File: config.mk
export PLATFORM = sky130hd
export DESIGN_NAME = multi_timer_flat
export DESIGN_NICKNAME = d
export VERILOG_FILES = /design/src/rtl/multi_timer_if.sv /design/src/rtl/multi_timer.sv /design/src/flat_wrapper.sv
export SDC_FILE = /design/constraint.sdc
export NUM_CORES = 1
export LEC_CHECK = 0
export CAP_MARGIN = 10
export CORE_MARGIN = 1
export CORE_UTILIZATION = 40
export DETAILED_ROUTE_END_ITERATION = 7
export PLACE_DENSITY = 0.74
export SETUP_SLACK_MARGIN = 0.5
export SYNTH_ARGS = -nofsm -noshare
export SYNTH_HDL_FRONTEND = slang
export SYNTH_SLANG_ARGS = --single-unit
File: constraint.sdc
create_clock -name clk -period 6.6 [get_ports clk]
set_input_delay 1.32 -clock clk [delete_from_list [all_inputs] [get_ports clk]]
set_output_delay 1.32 -clock clk [all_outputs]
set_load 0.01 [all_outputs]
File: src/rtl/multi_timer_if.sv
// Control/status bundle for the multi-channel millisecond timer.
// master drives commands, slave is the timer block.
interface multi_timer_if #(
   parameter int NUM_CH = 4,
   parameter int CNT_W  = 16
);
   logic [NUM_CH-1:0]       start;
   logic [NUM_CH-1:0]       stop;
   logic [NUM_CH-1:0]       pause;
   logic [NUM_CH-1:0]       periodic;
   logic [NUM_CH*CNT_W-1:0] load_ms;
   logic [NUM_CH-1:0]       busy;
   logic [NUM_CH-1:0]       done;
   logic [NUM_CH*CNT_W-1:0] remaining;

   modport master (
      output start, stop, pause, periodic, load_ms,
      input  busy, done, remaining
   );

   modport slave (
      input  start, stop, pause, periodic, load_ms,
      output busy, done, remaining
   );
endinterface

File: src/rtl/multi_timer.sv
// Independent millisecond countdown channels, each with a cycle
// prescaler, one-shot/periodic modes, pause and abort.
module multi_timer #(
   parameter int CLK_FREQ_MHZ = 50,
   parameter int NUM_CH       = 4,
   parameter int CNT_W        = 16
) (
   input  logic         clk,
   input  logic         rst_n,
   multi_timer_if.slave bus
);
   localparam int TICKS = CLK_FREQ_MHZ * 1000;
   localparam int PW    = (TICKS > 1) ? $clog2(TICKS) : 1;
   localparam logic [PW-1:0] PMAX = PW'(TICKS - 1);

   typedef enum logic [1:0] {
      IDLE,
      RUN,
      PAUSED
   } state_e;

   for (genvar i = 0; i < NUM_CH; i++) begin : g_ch
      state_e           st_q;
      logic [CNT_W-1:0] cnt_q;
      logic [PW-1:0]    pre_q;
      logic             done_q;
      logic             busy_q;
      logic [CNT_W-1:0] load;

      assign load = bus.load_ms[i*CNT_W +: CNT_W];

      // Per-channel FSM: stop > start > pause > prescaler tick.
      // Leaving PAUSED ticks in the same cycle so the frozen time
      // equals exactly the number of cycles pause was high.
      always_ff @(posedge clk or negedge rst_n) begin
         if (!rst_n) begin
            st_q   <= IDLE;
            cnt_q  <= '0;
            pre_q  <= '0;
            done_q <= 1'b0;
            busy_q <= 1'b0;
         end else begin
            done_q <= 1'b0;
            if (bus.stop[i]) begin
               st_q   <= IDLE;
               busy_q <= 1'b0;
               cnt_q  <= '0;
               pre_q  <= '0;
            end else if (bus.start[i]) begin
               pre_q <= '0;
               if (load == '0) begin
                  st_q   <= IDLE;
                  busy_q <= 1'b0;
                  cnt_q  <= '0;
                  done_q <= 1'b1;
               end else begin
                  st_q   <= RUN;
                  busy_q <= 1'b1;
                  cnt_q  <= load;
               end
            end else if (st_q != IDLE) begin
               if (bus.pause[i]) begin
                  st_q <= PAUSED;
               end else begin
                  st_q <= RUN;
                  if (pre_q == PMAX) begin
                     pre_q <= '0;
                     if (cnt_q == CNT_W'(1)) begin
                        done_q <= 1'b1;
                        if (bus.periodic[i] && load != '0) begin
                           cnt_q <= load;
                        end else begin
                           st_q   <= IDLE;
                           busy_q <= 1'b0;
                           cnt_q  <= '0;
                        end
                     end else if (cnt_q != '0) begin
                        cnt_q <= cnt_q - 1'b1;
                     end
                  end else begin
                     pre_q <= pre_q + 1'b1;
                  end
               end
            end
         end
      end

      assign bus.busy[i]                   = busy_q;
      assign bus.done[i]                   = done_q;
      assign bus.remaining[i*CNT_W +: CNT_W] = cnt_q;
   end
endmodule
File: src/flat_wrapper.sv
// flat-port wrapper written by rule: the top's interface ports become plain ports
module multi_timer_flat 
#(
   parameter int CLK_FREQ_MHZ = 50,
   parameter int NUM_CH       = 4,
   parameter int CNT_W        = 16
)
  (clk, rst_n, bus_start, bus_stop, bus_pause, bus_periodic, bus_load_ms, bus_busy, bus_done, bus_remaining);
  multi_timer_if #(.NUM_CH(NUM_CH), .CNT_W(CNT_W)) bus_i ();
  input  logic clk;
  input  logic rst_n;
  input wire logic [$bits(bus_i.start)-1:0] bus_start;
  input wire logic [$bits(bus_i.stop)-1:0] bus_stop;
  input wire logic [$bits(bus_i.pause)-1:0] bus_pause;
  input wire logic [$bits(bus_i.periodic)-1:0] bus_periodic;
  input wire logic [$bits(bus_i.load_ms)-1:0] bus_load_ms;
  output wire logic [$bits(bus_i.busy)-1:0] bus_busy;
  output wire logic [$bits(bus_i.done)-1:0] bus_done;
  output wire logic [$bits(bus_i.remaining)-1:0] bus_remaining;
  assign bus_i.start = bus_start;
  assign bus_i.stop = bus_stop;
  assign bus_i.pause = bus_pause;
  assign bus_i.periodic = bus_periodic;
  assign bus_i.load_ms = bus_load_ms;
  assign bus_busy = bus_i.busy;
  assign bus_done = bus_i.done;
  assign bus_remaining = bus_i.remaining;
  multi_timer #(.CLK_FREQ_MHZ(CLK_FREQ_MHZ), .NUM_CH(NUM_CH), .CNT_W(CNT_W)) u_core (.clk(clk), .rst_n(rst_n), .bus(bus_i));
endmodule
==> flow_summary.json, run 1 <==
{
  "yosysSeqAreaShare": 0.392,
  "clockBufferDepth": 2,
  "use_met3": 0.0488,
  "yosysWarnings": 0,
  "critPathMaxFanout": 19,
  "ir_drop_uv": 141,
  "ctsHtreeMaxLevel": 4,
  "hp-class": "register to register",
  "port-buffer-count": 153,
  "start_kind": "input pin",
  "synth_seq_cells": 144,
  "synth_nets": 1138,
  "worstSetupPathType": "input pin to register",
  "ff2ff_path_depth": 7,
  "antenna_cells": 0,
  "holdPathEnd": "u_core.g_ch[0].st_q[1]",
  "critPathTopFamily": "simple AND/OR/NAND/NOR gates",
  "ant_nets": 0,
  "crit_path_end_kind": "register",
  "mostFrequentLayoutCell": "clkdlybuf4s50_1",
  "cts_tree": "yes",
  "post_cts_buffers": 0,
  "rr_startpoint": "u_core.g_ch[1].cnt_q[0]",
  "grt_setup_unrepaired": "false",
  "layout_common_cells": "clkdlybuf4s50_1 (152), dfrtp_1 (144), nor2_1 (107)",
  "firstDrtPassIters": 7,
  "fin_crit_ns": 3.67,
  "required_ns": 6.89,
  "fmax_mhz": 272,
  "cp_slowest_cell": "nor2_1",
  "synth_area_um2": 9190,
  "met1_usage": 0.305,
  "drt_wl_total_um": 25200,
  "die_h_um": 154,
  "finalNonFillerCells": 1467,
  "r2r_slack_ns": 3.60,
  "ys_types": 86,
  "core-area_um2": 22600,
  "finalWorstSetupSlack_ns": 2.93,
  "drc": 0,
  "slew_viol_final": 0,
  "cap_violations": 0,
  "fin_crit_sh": 0.556,
  "dpl.cell_count": 1435,
  "grt_pass1_wl_um": 42400,
  "cts_hold_buffers": 0,
  "status": "complete, no violations",
  "skew_ns": 0.0136,
  "hold_path_depth": 1,
  "timing.critical_path.buf_inv": 1,
  "gp_congestion": 0.938,
  "wl_per_cell_um": 17.2,
  "vias": 8915,
  "worst_pin_slew_ns": 1.06,
  "utilization": 0.506,
  "dieArea_um2": 23600,
  "clk_pin_slew_ns": 0.07,
  "p_leak_nw": 4.44,
  "synth_edf_count": 0,
  "nets": 1263,
  "relSlewSlack": 0.292,
  "drive_gt1_frac": 0.0618,
  "die_w_um": 154,
  "grt_pass1_vias": 8423,
  "dp_slack_ns": 2.53,
  "area_growth_pct": 24.4,
  "worstPathArrival_ns": 3.97,
  "grt_busiest_layer": "met2",
  "critical_path_depth": 6,
  "gr-total-overflow": 0,
  "start_util": 0.407,
  "clock_latency_ns": 0.43,
  "hp-start": "u_core.g_ch[0].st_q[0]",
  "cts_resized": 0,
  "path_cells": "clkdlybuf4s50_1 > or2_2 > nor2_1 > a21oi_4 > nand2_2 > o221ai_1",
  "p_per_area_nw_per_um2": 230,
  "rows": 55,
  "first_iter_violations": 669,
  "hpwl_um": 18300,
  "fin_setup_tns_ns": 0,
  "antenna_found_initial": 0,
  "fillerInstances": 2095,
  "cts_root_buffer": "clkbuf_16",
  "async_reset_ff_frac": 1.00,
  "critPathMaxStageDelay_ns": 0.80,
  "fin_hold_ws_ns": 0.508,
  "grt_max_degree": 91,
  "grtUsageTotal": 0.217,
  "finalSetupViolations": 0,
  "avgViaCountPerCell": 6.08,
  "gr-usage-met2": 0.338,
  "netlist_instances": 1044,
  "pin_count": 154,
  "synth_top_flop_cell": "dfrtp_1",
  "r2r-end": "u_core.g_ch[1].cnt_q[0]",
  "cts-buffers-inserted": 17,
  "finalHoldViolCount": 0,
  "cts.sinks": 144,
  "synth_area_per_cell_um2": 8.80
}
-- synthesized netlist by cell type (all sizes together) (9+ instances only) --
library cell	n	area, µm²
nand4	36	225
buf	22	145
dfrtp	144	3600
nor2	107	402
a32oi	11	96.3
xor2	38	333
ha	12	150
o31ai	19	148
nor4	48	340
inv	30	113
o21ai	62	310
a22o	12	105
nor4b	9	85.1
or4	10	82.6
nand2	76	288
clkbuf	32	121
a22oi	19	143
xnor2	21	184
a21oi	46	249
nor3	49	255
and3	9	56.3
or3	11	70.1
nand3	40	200
o2bb2ai	34	298
-- through the flow --
step	total power, W	instance area [µm²]
2_1_floorplan	0.00142	9190
3_3_place_gp	0.00170	10900
3_5_place_dp	0.00170	10900
4_1_cts	0.00263	11400
5_1_grt	0.00276	11400
6_report	0.00262	11400
-- logic make-up (layout without fill, tap and decap cells) --
kind of cell	count (synthesis)	in the layout	synth area share
buffers and inverters	85	223	0.0417
XOR/XNOR	59	59	0.0562
adder cells (fa/ha/maj)	12	12	0.0163
AO/OA/AOI/OAI	282	282	0.218
AND/OR/NAND/NOR	460	460	0.273
multiplexers	2	2	0.00231
flip-flops	144	144	0.392
-- registers in the layout (all words and copies together) (netlist names) --
register and cells:
u_core.g_ch.cnt_q 64, u_core.g_ch.pre_q 64, u_core.g_ch.done_q 4, u_core.g_ch.st_q 8, u_core.g_ch.busy_q 4
-- worst register-to-register path, stage by stage (launching register included) --
cell,delay [ns]
dfrtp_1,0.46
inv_1,0.09
ha_1,0.17
nor3b_1,0.72
nand3_1,0.27
o311ai_1,0.33
and2_0,0.64
a22o_1,0.26
-- how the worst max path moves through the flow --
stage | start | end | slack (ns)
2_1_floorplan | bus_start[3] | u_core.g_ch[3].pre_q[11] | 3.64
3_3_place_gp | bus_start[2] | u_core.g_ch[2].cnt_q[12] | 2.54
3_5_place_dp | bus_start[2] | u_core.g_ch[2].cnt_q[12] | 2.53
4_1_cts | bus_start[2] | u_core.g_ch[2].cnt_q[12] | 2.99
5_1_grt | bus_start[2] | u_core.g_ch[2].cnt_q[12] | 2.76
6_report | bus_start[2] | u_core.g_ch[2].cnt_q[12] | 2.93
-- metal layers --
layer	wire [µm]	up-vias
met4	302	0
met3	1830	28
li1	-	4232
met5	0	-
met2	11500	356
met1	11500	4299
-- report_power, final --
| group | switching, W | total [W] | internal [W] |
|---|---|---|---|
| Clock | 0.000416 | 0.000919 | 0.000504 |
| Sequential | 0.0000963 | 0.00103 | 0.000934 |
| Combinational | 0.000368 | 0.000675 | 0.000307 |
| Total | 0.000880 | 0.00262 | 0.00174 |
-- layout make-up --
cell class | count | area [µm²] | area share
multi-input cells | 815 | 5200 | 0.455
flip-flops and latches | 144 | 3600 | 0.315
repair buffers | 160 | 1590 | 0.139
clock buffers | 18 | 439 | 0.0384
well taps | 285 | 357 | 0.0312
clock inverters | 14 | 124 | 0.0108
inverters | 31 | 116 | 0.0102
No activity file was read; power rests on OpenSTA's default activity.
==> inputs of run 2 (changes only) <==
Settings changed: PLACE_DENSITY 0.74 to 0.76.
Clock period 6.6 ns to 3.31 ns, I/O delays scaled along.
==> run 2 against run 1 <==
Worst setup slack got worse by 2.2 ns. Register-to-register slack got worse by 2.9 ns. Sequential share of layout area decreased by 0.71 points. Critical path depth decreased by 1. Critical path type is now register to register.
==> flow_summary.json, run 2 (synthesized netlist as in run 1, its figures left out) <==
{
  "clockBufferDepth": 2,
  "cap_violations": 0,
  "grtUsageTotal": 0.220,
  "hpwl_um": 18700,
  "finalSetupViolations": 0,
  "p_clk_frac": 0.366,
  "skew_ns": 0.00992,
  "drt_wl_total_um": 25600,
  "ctsHtreeMaxLevel": 4,
  "worstPathArrival_ns": 2.93,
  "path_cells": "nor3_1 > nand4_1 > o311a_1 > buf_4 > a311o_1",
  "fin_crit_sh": 0.794,
  "power_frac_comb": 0.256,
  "swShare": 0.310,
  "top_regs": "u_core.g_ch.cnt_q: 64 flops, u_core.g_ch.pre_q: 64 flops, u_core.g_ch.st_q: 8 flops",
  "start_util": 0.407,
  "gr-total-overflow": 0,
  "p_switching_w": 0.00168,
  "finalHoldViolCount": 0,
  "vias": 9021,
  "pin_count": 154,
  "firstDrtPassIters": 5,
  "p_leak_nw": 4.61,
  "cts_tree": "yes",
  "grt_max_degree": 74,
  "wl_per_cell_um": 17.1,
  "critPathMaxStageDelay_ns": 0.62,
  "fin_hold_ws_ns": 0.230,
  "mostFrequentLayoutCell": "clkdlybuf4s50_1",
  "clk_pin_slew_ns": 0.06,
  "ant_nets": 0,
  "drive_gt1_frac": 0.0835,
  "hp-class": "input pin to async pin",
  "die_h_um": 154,
  "fin_crit_ns": 2.63,
  "dieArea_um2": 23600,
  "antenna_cells": 0,
  "cp_slowest_cell": "o311a_1",
  "grt_setup_unrepaired": "false",
  "relSlewSlack": 0.405,
  "antenna_found_initial": 0,
  "grt_pass1_wl_um": 42900,
  "ir_drop_uv": 316,
  "worst_pin_slew_ns": 0.884,
  "grt_pass1_vias": 8678,
  "worstSetupPathType": "register to register",
  "critPathTopFamily": "simple AND/OR/NAND/NOR gates",
  "p_per_area_nw_per_um2": 464,
  "p_int_w": 0.00375,
  "crit_path_end_kind": "register",
  "rows": 55,
  "status": "complete, no violations",
  "area_growth_pct": 27.2,
  "slew_viol_final": 0,
  "clock_latency_ns": 0.42,
  "required_ns": 3.61,
  "drc": 0,
  "gp_congestion": 0.952,
  "cts-buffers-inserted": 17,
  "avgViaCountPerCell": 6.03,
  "critPathMaxFanout": 10,
  "cts_root_buffer": "clkbuf_16",
  "core-area_um2": 22600,
  "seq_power_share": 0.378,
  "timing.critical_path.buf_inv": 1,
  "first_iter_violations": 708,
  "start_kind": "register",
  "cts.sinks": 144,
  "layout_common_cells": "clkdlybuf4s50_1 (152), dfrtp_1 (144), nor2_1 (107)",
  "nets": 1291,
  "port-buffer-count": 153,
  "die_w_um": 154,
  "fin_setup_tns_ns": 0,
  "post_cts_buffers": 0,
  "fmax_mhz": 380
}
[run 2: changes by cell type in the layout (fill, tap and decap cells not counted), sizes merged]
cell / before / now
clkbuf: 18 / 20
buf: 8 / 36
clkinvlp: 3 / 1
bufinv: 0 / 3
inv: 37 / 32
clkinv: 5 / 7
[run 2: worst paths after layout]
kind	from	to	slack, ns	depth (start not counted)
min in group clk	u_core.g_ch[0].st_q[0]	u_core.g_ch[0].st_q[1]	0.51	1
worst min-delay path	rst_n	u_core.g_ch[0].cnt_q[11]	0.23	1
worst max-delay path	u_core.g_ch[0].cnt_q[7]	u_core.g_ch[0].cnt_q[13]	0.68	5
worst min register to register	u_core.g_ch[0].st_q[0]	u_core.g_ch[0].st_q[1]	0.51	1
worst max register to register	u_core.g_ch[0].cnt_q[7]	u_core.g_ch[0].cnt_q[13]	0.68	5
max in group asynchronous	rst_n	u_core.g_ch[2].cnt_q[11]	2.18	2
[run 2: stage by stage]
step,total power [W],setup WS (ns),utilization,instances,instance area [µm²]
5_1_grt,0.00571,0.538,0.518,1495,11700
2_1_floorplan,0.00282,1.00,-,1044,9190
6_report,0.00543,0.680,0.518,1495,11700
3_3_place_gp,0.00343,0.379,0.491,1463,11100
4_1_cts,0.00546,0.605,0.518,1495,11700
3_5_place_dp,0.00344,0.262,0.491,1463,11100
[run 2: metal layers]
layer / vias up / GRT usage / part of all wire
li1: 4282 / - / -
met1: 4323 / 0.302 / 0.45
met2: 373 / 0.351 / 0.47
met3: 43 / 0.0321 / 0.063
met4: 0 / 0.0848 / 0.019
met5: - / 0 / 0
[run 2: cell type report]
| class | instances | area (µm²) |
|---|---|---|
| Tap cell | 285 | 357 |
| Clock inverter | 12 | 156 |
| Clock buffer | 20 | 457 |
| Inverter | 31 | 116 |
| Fill cell | 2094 | 10900 |
| Multi-Input combinational cell | 815 | 5200 |
| Timing Repair Buffer | 188 | 1800 |
| Sequential cell | 144 | 3600 |
[run 2: timing repair]
item / in CTS / in global routing
gates resized for setup: 0 / 1
hold buffers: 0 / 0
setup endpoints to repair: 0 / 13
[run 2: power by group through the flow]
stage               clock network, W  registers (W)  logic, W
floorplan                          0        0.00205  0.000768
detailed placement                 0        0.00208   0.00137
CTS                          0.00203        0.00205   0.00138
finish                       0.00198        0.00205   0.00139
global placement                   0        0.00208   0.00136
global route                 0.00212        0.00207   0.00152
==> inputs of run 3 (changes only) <==
Clock period 3.31 ns to 2.1 ns, I/O delays scaled along.
==> run 3 against run 2 <==
The run now ends with DRC, setup timing left. Highest routed layer is now met5. Cell area up 45%. First-iteration DRC count up 71%. Final cell count up 26%. Flip-flop and latch count unchanged.
==> flow_summary.json, run 3 (synthesized netlist as in run 1, its figures left out) <==
{
  "finalSetupViolations": 60,
  "path_cells": "inv_2 > ha_4 > nor4b_4 > nand4_1 > buf_6 > buf_6 > a311o_1 > buf_6 > o22ai_2 > a31oi_1",
  "p_int_w": 0.00674,
  "worst_pin_slew_ns": 0.616,
  "drc": 1,
  "place_area_um2": 13100,
  "drive_gt1_frac": 0.496,
  "grt_setup_unrepaired": "true",
  "die_h_um": 154,
  "dieArea_um2": 23600,
  "fin_hold_ws_ns": 0.318,
  "finalWorstSetupSlack_ns": -0.241,
  "cts_root_buffer": "clkbuf_16",
  "critPathMostFrequentCell": "buf_6",
  "swShare": 0.357,
  "cts.sinks": 144,
  "layout_common_cells": "buf_4 (282), buf_6 (136), dfrtp_1 (112)",
  "crit_path_end_kind": "register",
  "relSlewSlack": 0.588,
  "final_area_um2": 16900,
  "dp_slack_ns": -0.194,
  "antenna_cells": 0,
  "required_ns": 2.40,
  "critPathMaxStageDelay_ns": 0.45,
  "p_switching_w": 0.00375,
  "utilization": 0.750,
  "start_kind": "register",
  "timing.critical_path.buf_inv": 4,
  "port-buffer-count": 153,
  "cts_tree": "yes",
  "pin_count": 154,
  "die_w_um": 154,
  "p_leak_nw": 7.27,
  "power_frac_comb": 0.415,
  "finalHoldViolCount": 0,
  "p_clk_frac": 0.281,
  "hpwl_um": 22000,
  "grt_pass1_wl_um": 59800,
  "critPathMaxFanout": 5,
  "grt_max_degree": 53,
  "avgViaCountPerCell": 6.35,
  "r2r_slack_ns": -0.24,
  "fin_crit_ns": 2.34,
  "slew_viol_final": 0,
  "cts-buffers-inserted": 17,
  "rows": 55,
  "clock_latency_ns": 0.44,
  "ir_drop_uv": 412,
  "gr-total-overflow": 0,
  "core-area_um2": 22600,
  "skew_ns": 0.0152,
  "status": "complete, but fails checks",
  "nets": 1673,
  "cp_slowest_cell": "dfrtp_2",
  "critPathTopFamily": "compound AO/OA/AOI/OAI gates",
  "fmax_mhz": 427,
  "clk_pin_slew_ns": 0.06,
  "wl_per_cell_um": 22.9,
  "fin_crit_sh": 1.11,
  "worstSetupPathType": "register to register",
  "antenna_found_initial": 1,
  "p_per_area_nw_per_um2": 620,
  "violations": "DRC, setup timing",
  "clockBufferDepth": 2,
  "grt_pass1_vias": 11600,
  "seq_power_share": 0.304,
  "cap_violations": 0,
  "ctsHtreeMaxLevel": 4,
  "gp_congestion": 1.01,
  "hp-class": "input pin to register",
  "firstDrtPassIters": 8,
  "area_growth_pct": 84.1,
  "worstPathArrival_ns": 2.64,
  "finalPower_w": 0.0105,
  "mostFrequentLayoutCell": "buf_4",
  "start_util": 0.407,
  "first_iter_violations": 1208,
  "ant_nets": 0,
  "vias": 11900,
  "grtUsageTotal": 0.315,
  "top_regs": "u_core.g_ch.cnt_q: 64 flops, u_core.g_ch.pre_q: 64 flops, u_core.g_ch.st_q: 8 flops",
  "drt_wl_total_um": 42900
}
run 3: final timing paths:
path,depth (start not counted),startpoint,endpoint
worst max-delay path,10,u_core.g_ch[3].cnt_q[0],u_core.g_ch[3].cnt_q[14]
worst min-delay path,3,bus_pause[1],u_core.g_ch[1].st_q[1]
worst max register to register,10,u_core.g_ch[3].cnt_q[0],u_core.g_ch[3].cnt_q[14]
worst min register to register,1,u_core.g_ch[2].pre_q[2],u_core.g_ch[2].pre_q[2]
max in group asynchronous,3,rst_n,u_core.g_ch[3].cnt_q[6]
min in group asynchronous,2,rst_n,u_core.g_ch[2].cnt_q[15]
run 3: worst register-to-register path, delay by kind of cell (launching register included):
family                     cells  cell delay, ns
AOI/OAI and AO/OA              3            0.55
buffers and inverters          4            0.53
and+or+nand+nor                2            0.52
DFF                            1            0.45
adders and majority gates      1            0.15
run 3: area by class of cell:
class                           count  area [µm²]
Clock buffer                       20         447
Clock inverter                     12         113
Fill cell                        1338        5650
Inverter                           31         119
Multi-Input combinational cell    817        7040
Sequential cell                   144        3640
Tap cell                          285         357
Timing Repair Buffer              568        5200
run 3: what timing repair did:
item                       in CTS  in global routing
hold buffers                    1                  0
hold endpoints to repair       42                  0
setup endpoints to repair     206                179
setup buffers                 115                 44
gates resized for setup       555                175
pin swaps                     103                 80
cloned                          9                  0
run 3: power groups by stage:
| stage | registers, W | clock network (W) | logic [W] |
|---|---|---|---|
| after detailed placement | 0.00320 | 0 | 0.00285 |
| after global placement | 0.00319 | 0 | 0.00282 |
| after CTS | 0.00315 | 0.00292 | 0.00366 |
| after global routing | 0.00319 | 0.00307 | 0.00451 |
| after floorplan | 0.00328 | 0 | 0.00135 |
| final | 0.00318 | 0.00295 | 0.00435 |
run 3: through the flow:
stage	instances	TNS, ns
after floorplan	1044	-0.926
after detailed placement	1676	-5.96
after CTS	1833	-1.57
after global routing	1877	-8.83
after global placement	1676	-4.26
final	1877	-5.03
run 3: metal layers:
metal | GRT usage | part of all wire
met4 | 0.171 | 0.055
met3 | 0.0505 | 0.086
met2 | 0.531 | 0.49
met1 | 0.385 | 0.37
met5 | 0 | 0.00030
==> edit 1, RTL diff (config.mk and constraints of run 3) <==
`CNT_W` is set to 16 in 3 places; all go to 20.
--- a/src/rtl/multi_timer_if.sv
+++ b/src/rtl/multi_timer_if.sv
@@ -2,7 +2,7 @@
 // master drives commands, slave is the timer block.
 interface multi_timer_if #(
    parameter int NUM_CH = 4,
-   parameter int CNT_W  = 16
+   parameter int CNT_W  = 20
 );
    logic [NUM_CH-1:0]       start;
    logic [NUM_CH-1:0]       stop;
--- a/src/rtl/multi_timer.sv
+++ b/src/rtl/multi_timer.sv
@@ -3,7 +3,7 @@
 module multi_timer #(
    parameter int CLK_FREQ_MHZ = 50,
    parameter int NUM_CH       = 4,
-   parameter int CNT_W        = 16
+   parameter int CNT_W        = 20
 ) (
    input  logic         clk,
    input  logic         rst_n,
--- a/src/flat_wrapper.sv
+++ b/src/flat_wrapper.sv
@@ -3,7 +3,7 @@
 #(
    parameter int CLK_FREQ_MHZ = 50,
    parameter int NUM_CH       = 4,
-   parameter int CNT_W        = 16
+   parameter int CNT_W        = 20
 )
   (clk, rst_n, bus_start, bus_stop, bus_pause, bus_periodic, bus_load_ms, bus_busy, bus_done, bus_remaining);
   multi_timer_if #(.NUM_CH(NUM_CH), .CNT_W(CNT_W)) bus_i ();
Ports: changed (resized bus_load_ms and bus_remaining); port bits go from 154 to 186. The function was not compared with the original's and may differ.
==> edit 1 against run 3 <==
- the run ends with setup timing left
- hold slack gained 19 ps
- clock power grew 7.8%
- wire length grew 12%
- worst setup slack lost 330 ps
- sequential cell count grew 16
- design area grew 9.6%
- area after synthesis grew 6.3%
- total power shrank 0.39%
- combinational power shrank 11%
- die area grew 6.3%
- critical endpoint is now u_core.g_ch[3].cnt_q[0]$_DFFE_PN0P_
==> edit 1: results (changes against run 3) <==
* Hold WS at 336.6 ps (+18.57 ps)
* Final non-filler cell total at 2085 (+11%)
* Vias in the first global route at 12.25k (+5.7%)
* Syn nets at 1246 (+9.5%)
* Failing checks: setup timing
* First-pass GRT wire length at 62.82 mm (+5.0%)
* Detailed-router iteration count before antenna repair at 5 (-3)
* Largest net degree at the start of global routing at 45 (-15%)
* Final Skew at 14.46 ps (-0.7281 ps)
* Hold Path Origin: bus_pause[0]
* R2R cell count at 9 (-1)
* Maximum VDD drop at 558.9 uV (+36%)
* Top cells by area, synth: dfrtp_1 (41%), nor2_1 (5.1%), xor2_1 (4.1%)
* Critical path fanouts, max at 8 (+3)
* Layout cells sized above 1 at 0.5130 (+0.01742)
* Via/cell ratio at 6.236 (-1.8%)
* Status: finished with violations
* Hold-critical path depth at 2 (-1)
* Hpwl dp at 25.09 mm (+14%)
* Met2 routed WL at 23.49 mm (+12%)
* Sequential fraction of the synthesis area at 0.4097 (+0.01757)
* Largest registers: u_core.g_ch.cnt_q x80, u_core.g_ch.pre_q x64, u_core.g_ch.st_q x8
* GRT Total Usage at 0.3209 (+0.006385)
* Place WS at -393.5 ps (-199.4 ps)
* Crit path DAT at 2950 ps (+310 ps)
* RD Place Congestion at 0.9463 (-6.4%)
* Syn Inst Count at 1132 (+8.4%)
* WL/cell at 23.02 um (+0.72%)
* Final setup margin at -574.2 ps (-332.8 ps)
* Hold Path Sink: u_core.g_ch[0].st_q[1]$_DFFE_PN0P_
* # setup viols final at 98 (+63%)
* Fin Setup TNS at -13730 ps (-8692 ps)
* DR WL met3 at 3.845 mm (+4.3%)
* Placed Instances at 1904 (+14%)
* DRT iter0 DRCs at 1440 (+19%)
* I/O Buffers at 185 (+21%)
* Initial antenna violation count at 0 (-1)
* Highest Signal Layer: met4
* R2R Path End: u_core.g_ch[3].cnt_q[0]$_DFFE_PN0P_
==> edit 1: logic make-up after synthesis <==
logic type	synth area share
simple gates	0.2607
compound gates	0.1974
flops	0.4097
buf+inv	0.03969
xor+xnor	0.06889
fa+ha+maj	0.02049
mux	0.003073
==> edit 1: layout make-up <==
cell class,instances,area [sq um]
inverters,37,141.4
flip-flops and latches,160,4028
clock buffers,20,466.7
well taps,319,399.1
clock inverters,12,125.1
repair buffers,648,5981
fillers,1373,5131
multi-input cells,889,7411
==> edit 1: critical path, stage by stage (launching register included) <==
cell,delay [ps]
dfrtp_2,440
or4_4,570
nor3_4,250
and4b_2,300
buf_6,110
buf_6,90
o21ai_4,60
buf_6,170
buf_6,120
o22ai_1,410
==> edit 1: worst max path at each step <==
stage / cells past startpoint / startpoint / endpoint / slack (ps)
after floorplan: 7 / u_core.g_ch[3].cnt_q[7]$_DFFE_PN0P_ / u_core.g_ch[3].cnt_q[13]$_DFFE_PN0P_ / -480
after global placement: 7 / bus_load_ms[47] / u_core.g_ch[2].cnt_q[8]$_DFFE_PN0P_ / -380
after detailed placement: 7 / bus_load_ms[47] / u_core.g_ch[2].cnt_q[15]$_DFFE_PN0P_ / -390
after CTS: 6 / u_core.g_ch[3].cnt_q[7]$_DFFE_PN0P_ / u_core.g_ch[3].cnt_q[13]$_DFFE_PN0P_ / -310
after global routing: 11 / u_core.g_ch[3].cnt_q[1]$_DFFE_PN0P_ / u_core.g_ch[3].cnt_q[0]$_DFFE_PN0P_ / -680
final: 9 / u_core.g_ch[3].cnt_q[13]$_DFFE_PN0P_ / u_core.g_ch[3].cnt_q[0]$_DFFE_PN0P_ / -570
==> edit 1: what timing repair did <==
item                                    CTS  global route
resized for setup                       519           271
gates cloned                             16             5
hold buffers                              1             0
endpoints found under the setup margin  237           190
buffers inserted                         70            57
pin swaps                                99           108
hold endpoints to repair                 40             0
==> edit 1: layer usage <==
metal	GRT usage	vias up
met3	0.06070	366
met2	0.5533	949
met1	0.3812	6238
met5	0	-
met4	0.1625	0
li1	-	5450
==> edit 1: stage by stage <==
step / area (sq um) / util
floorplan: 10470 / -
global placement: 14790 / 0.6244
detailed placement: 14790 / 0.6244
CTS: 16890 / 0.7131
global route: 18550 / 0.7833
finish: 18550 / 0.7833
==> edit 1: power breakdown <==
part | leakage (nW) | internal, mW | switching [mW]
clock network | 0.282 | 1.76 | 1.42
logic | 5.96 | 1.90 | 1.98
registers | 2.14 | 3.24 | 0.148
total | 8.39 | 6.89 | 3.55
==> edit 2, RTL diff (flow settings as in run 3) <==
Made on the original files. Encoding of `state_e`: now one-hot (3 bits for 3 states).
--- a/src/rtl/multi_timer.sv
+++ b/src/rtl/multi_timer.sv
@@ -13,10 +13,10 @@
    localparam int PW    = (TICKS > 1) ? $clog2(TICKS) : 1;
    localparam logic [PW-1:0] PMAX = PW'(TICKS - 1);
 
-   typedef enum logic [1:0] {
-      IDLE,
-      RUN,
-      PAUSED
+   typedef enum logic [2:0] {
+      IDLE   = 3'b001,
+      RUN    = 3'b010,
+      PAUSED = 3'b100
    } state_e;
 
    for (genvar i = 0; i < NUM_CH; i++) begin : g_ch
Function: no difference found for any inputs over 4 cycles, from zero or initial values and one cycle with rst_n low; so few cycles prove little.
==> edit 2 against run 3 <==
- the flow finishes with violations (setup timing)
- critical path type unchanged
- synthesized cell count fell by 3.9%
- maximum frequency fell by 3.7%
- sequential cell count rose by 4
- area after synthesis decreased by 6.1%
- first-iteration DRC count shrank 29%
- die area shrank 6.0%
- critical endpoint is now u_core.g_ch[1].cnt_q[13]$_DFFE_PN0P_
- total power shrank 1.4%
- worst setup slack got worse by 89 ps
- count of clock-buffer cells in the layout up 3
- design area decreased by 9.1%
- non-clock buffer count fell by 106
- wire length down 18%
==> edit 2: results (changes against run 3) <==
* Status: finished with violations
* Failing checks: setup timing
* Distinct cell type count after synthesis at 64 (-26%)
* Top cells by area, synth: dfrtp_1 (42%), o21ai_0 (5.0%), nor2_1 (5.0%)
* Via Count at 10.34k (-13%)
* Sequential fraction of the synthesis area at 0.4298 (+0.03760)
* Final Skew at 12.94 ps (-2.244 ps)
* Critical Path Source: u_core.g_ch[1].cnt_q[1]$_DFFE_PN0P_
* Hpwl dp at 18.20 mm (-17%)
* Detailed-router iteration count before antenna repair at 7 (-1)
* Final non-filler cell total at 1729 (-7.9%)
* Final setup margin at -330.5 ps (-89.10 ps)
* Buffering overhead at 0.2740 (-0.03340)
* Slowest-stage cell, CP: dfrtp_1
* First-pass GRT wire length at 49.22 mm (-18%)
* Bufs w/o clock at 462 (-19%)
* Inverters, non-clock at 41 (+32%)
* Detailed Route WL at 35.06 mm (-18%)
* Critical path fanouts, max at 8 (+3)
* Hold WS at 480.9 ps (+162.9 ps)
* Xor-xnor portion of the synthesized cell area at 0.06699 (+0.01075)
* Cell leakage power at 6.526 nW (-10%)
* Initial antenna violation count at 0 (-1)
* Post-synth top cells: dfrtp_1 (144), nor2_1 (115), o21ai_0 (87), nand2_1 (86), a21oi_1 (49)
* RD Place Congestion at 0.9202 (-9.0%)
* Adder-cell share of the synthesized area at 0.01740 (+0.001059)
* DRT iter0 DRCs at 863 (-29%)
* Largest net degree at the start of global routing at 52 (-1.9%)
* Clock buffer count in the final layout at 23 (+15%)
* Num sequential at 148 (+2.8%)
* Sequential cell area at 3747 sq um (+2.9%)
* Maximum VDD drop at 556.7 uV (+35%)
* # setup viols final at 68 (+13%)
* #MultiIn Comb at 771 (-5.6%)
* Syn nets at 1097 (-3.6%)
* Layout cells sized above 1 at 0.4725 (-0.02311)
* Nets at 1535 (-8.2%)
==> edit 2: cell types whose count changed in the layout (fill, tap and decap cells not counted), sizes merged, moves of 16 or more <==
cell / change
a22oi: +16
o2bb2ai: -31
o21ai: +31
buf: -125
==> edit 2: kinds of logic (layout without fill, tap and decap cells) <==
logic type	count (synthesis)	after routing
AO/OA/AOI/OAI	254	255
XOR/XNOR	66	66
adder cells (fa/ha/maj)	12	12
buffers and inverters	86	535
flip-flops	148	148
multiplexers	1	1
AND/OR/NAND/NOR	436	437
==> edit 2: per-stage QoR <==
| stage | util | TNS, ps | area [sq um] | power (mW) |
|---|---|---|---|---|
| finish | 0.7293 | -8560 | 15380 | 10.34 |
| global route | 0.7293 | -16510 | 15380 | 10.74 |
| CTS | 0.6755 | -2463 | 14240 | 9.797 |
| detailed placement | 0.5767 | -5690 | 12160 | 6.236 |
| global placement | 0.5767 | -2735 | 12160 | 6.176 |
| floorplan | - | -11220 | 9196 | 4.848 |
==> edit 2: what timing repair did <==
item,in CTS,in global routing
cloned,6,1
setup endpoints to repair,214,168
endpoints found under the hold margin,37,0
hold buffers,1,0
gates resized for setup,415,207
pin swaps,78,64
buffers inserted,78,44
==> edit 2: critical path: cells and delay by family (launching register included) <==
family	cells	cell delay [ps]
buf+inv	2	320
flops	1	400
simple gates	3	960
compound gates	3	520
fa+ha+maj	1	170
==> edit 2: power by group <==
group	switching, mW	internal, mW
clock	1.23	1.81
combinational	2.10	1.90
sequential	0.221	3.08
==> edit 2: routing by layer <==
layer,vias up,wire [um],track usage
met1,5099,13630,0.3462
met5,-,0,0
met3,155,2139,0.03853
met2,527,17760,0.4674
li1,4554,-,-
met4,0,1529,0.1306
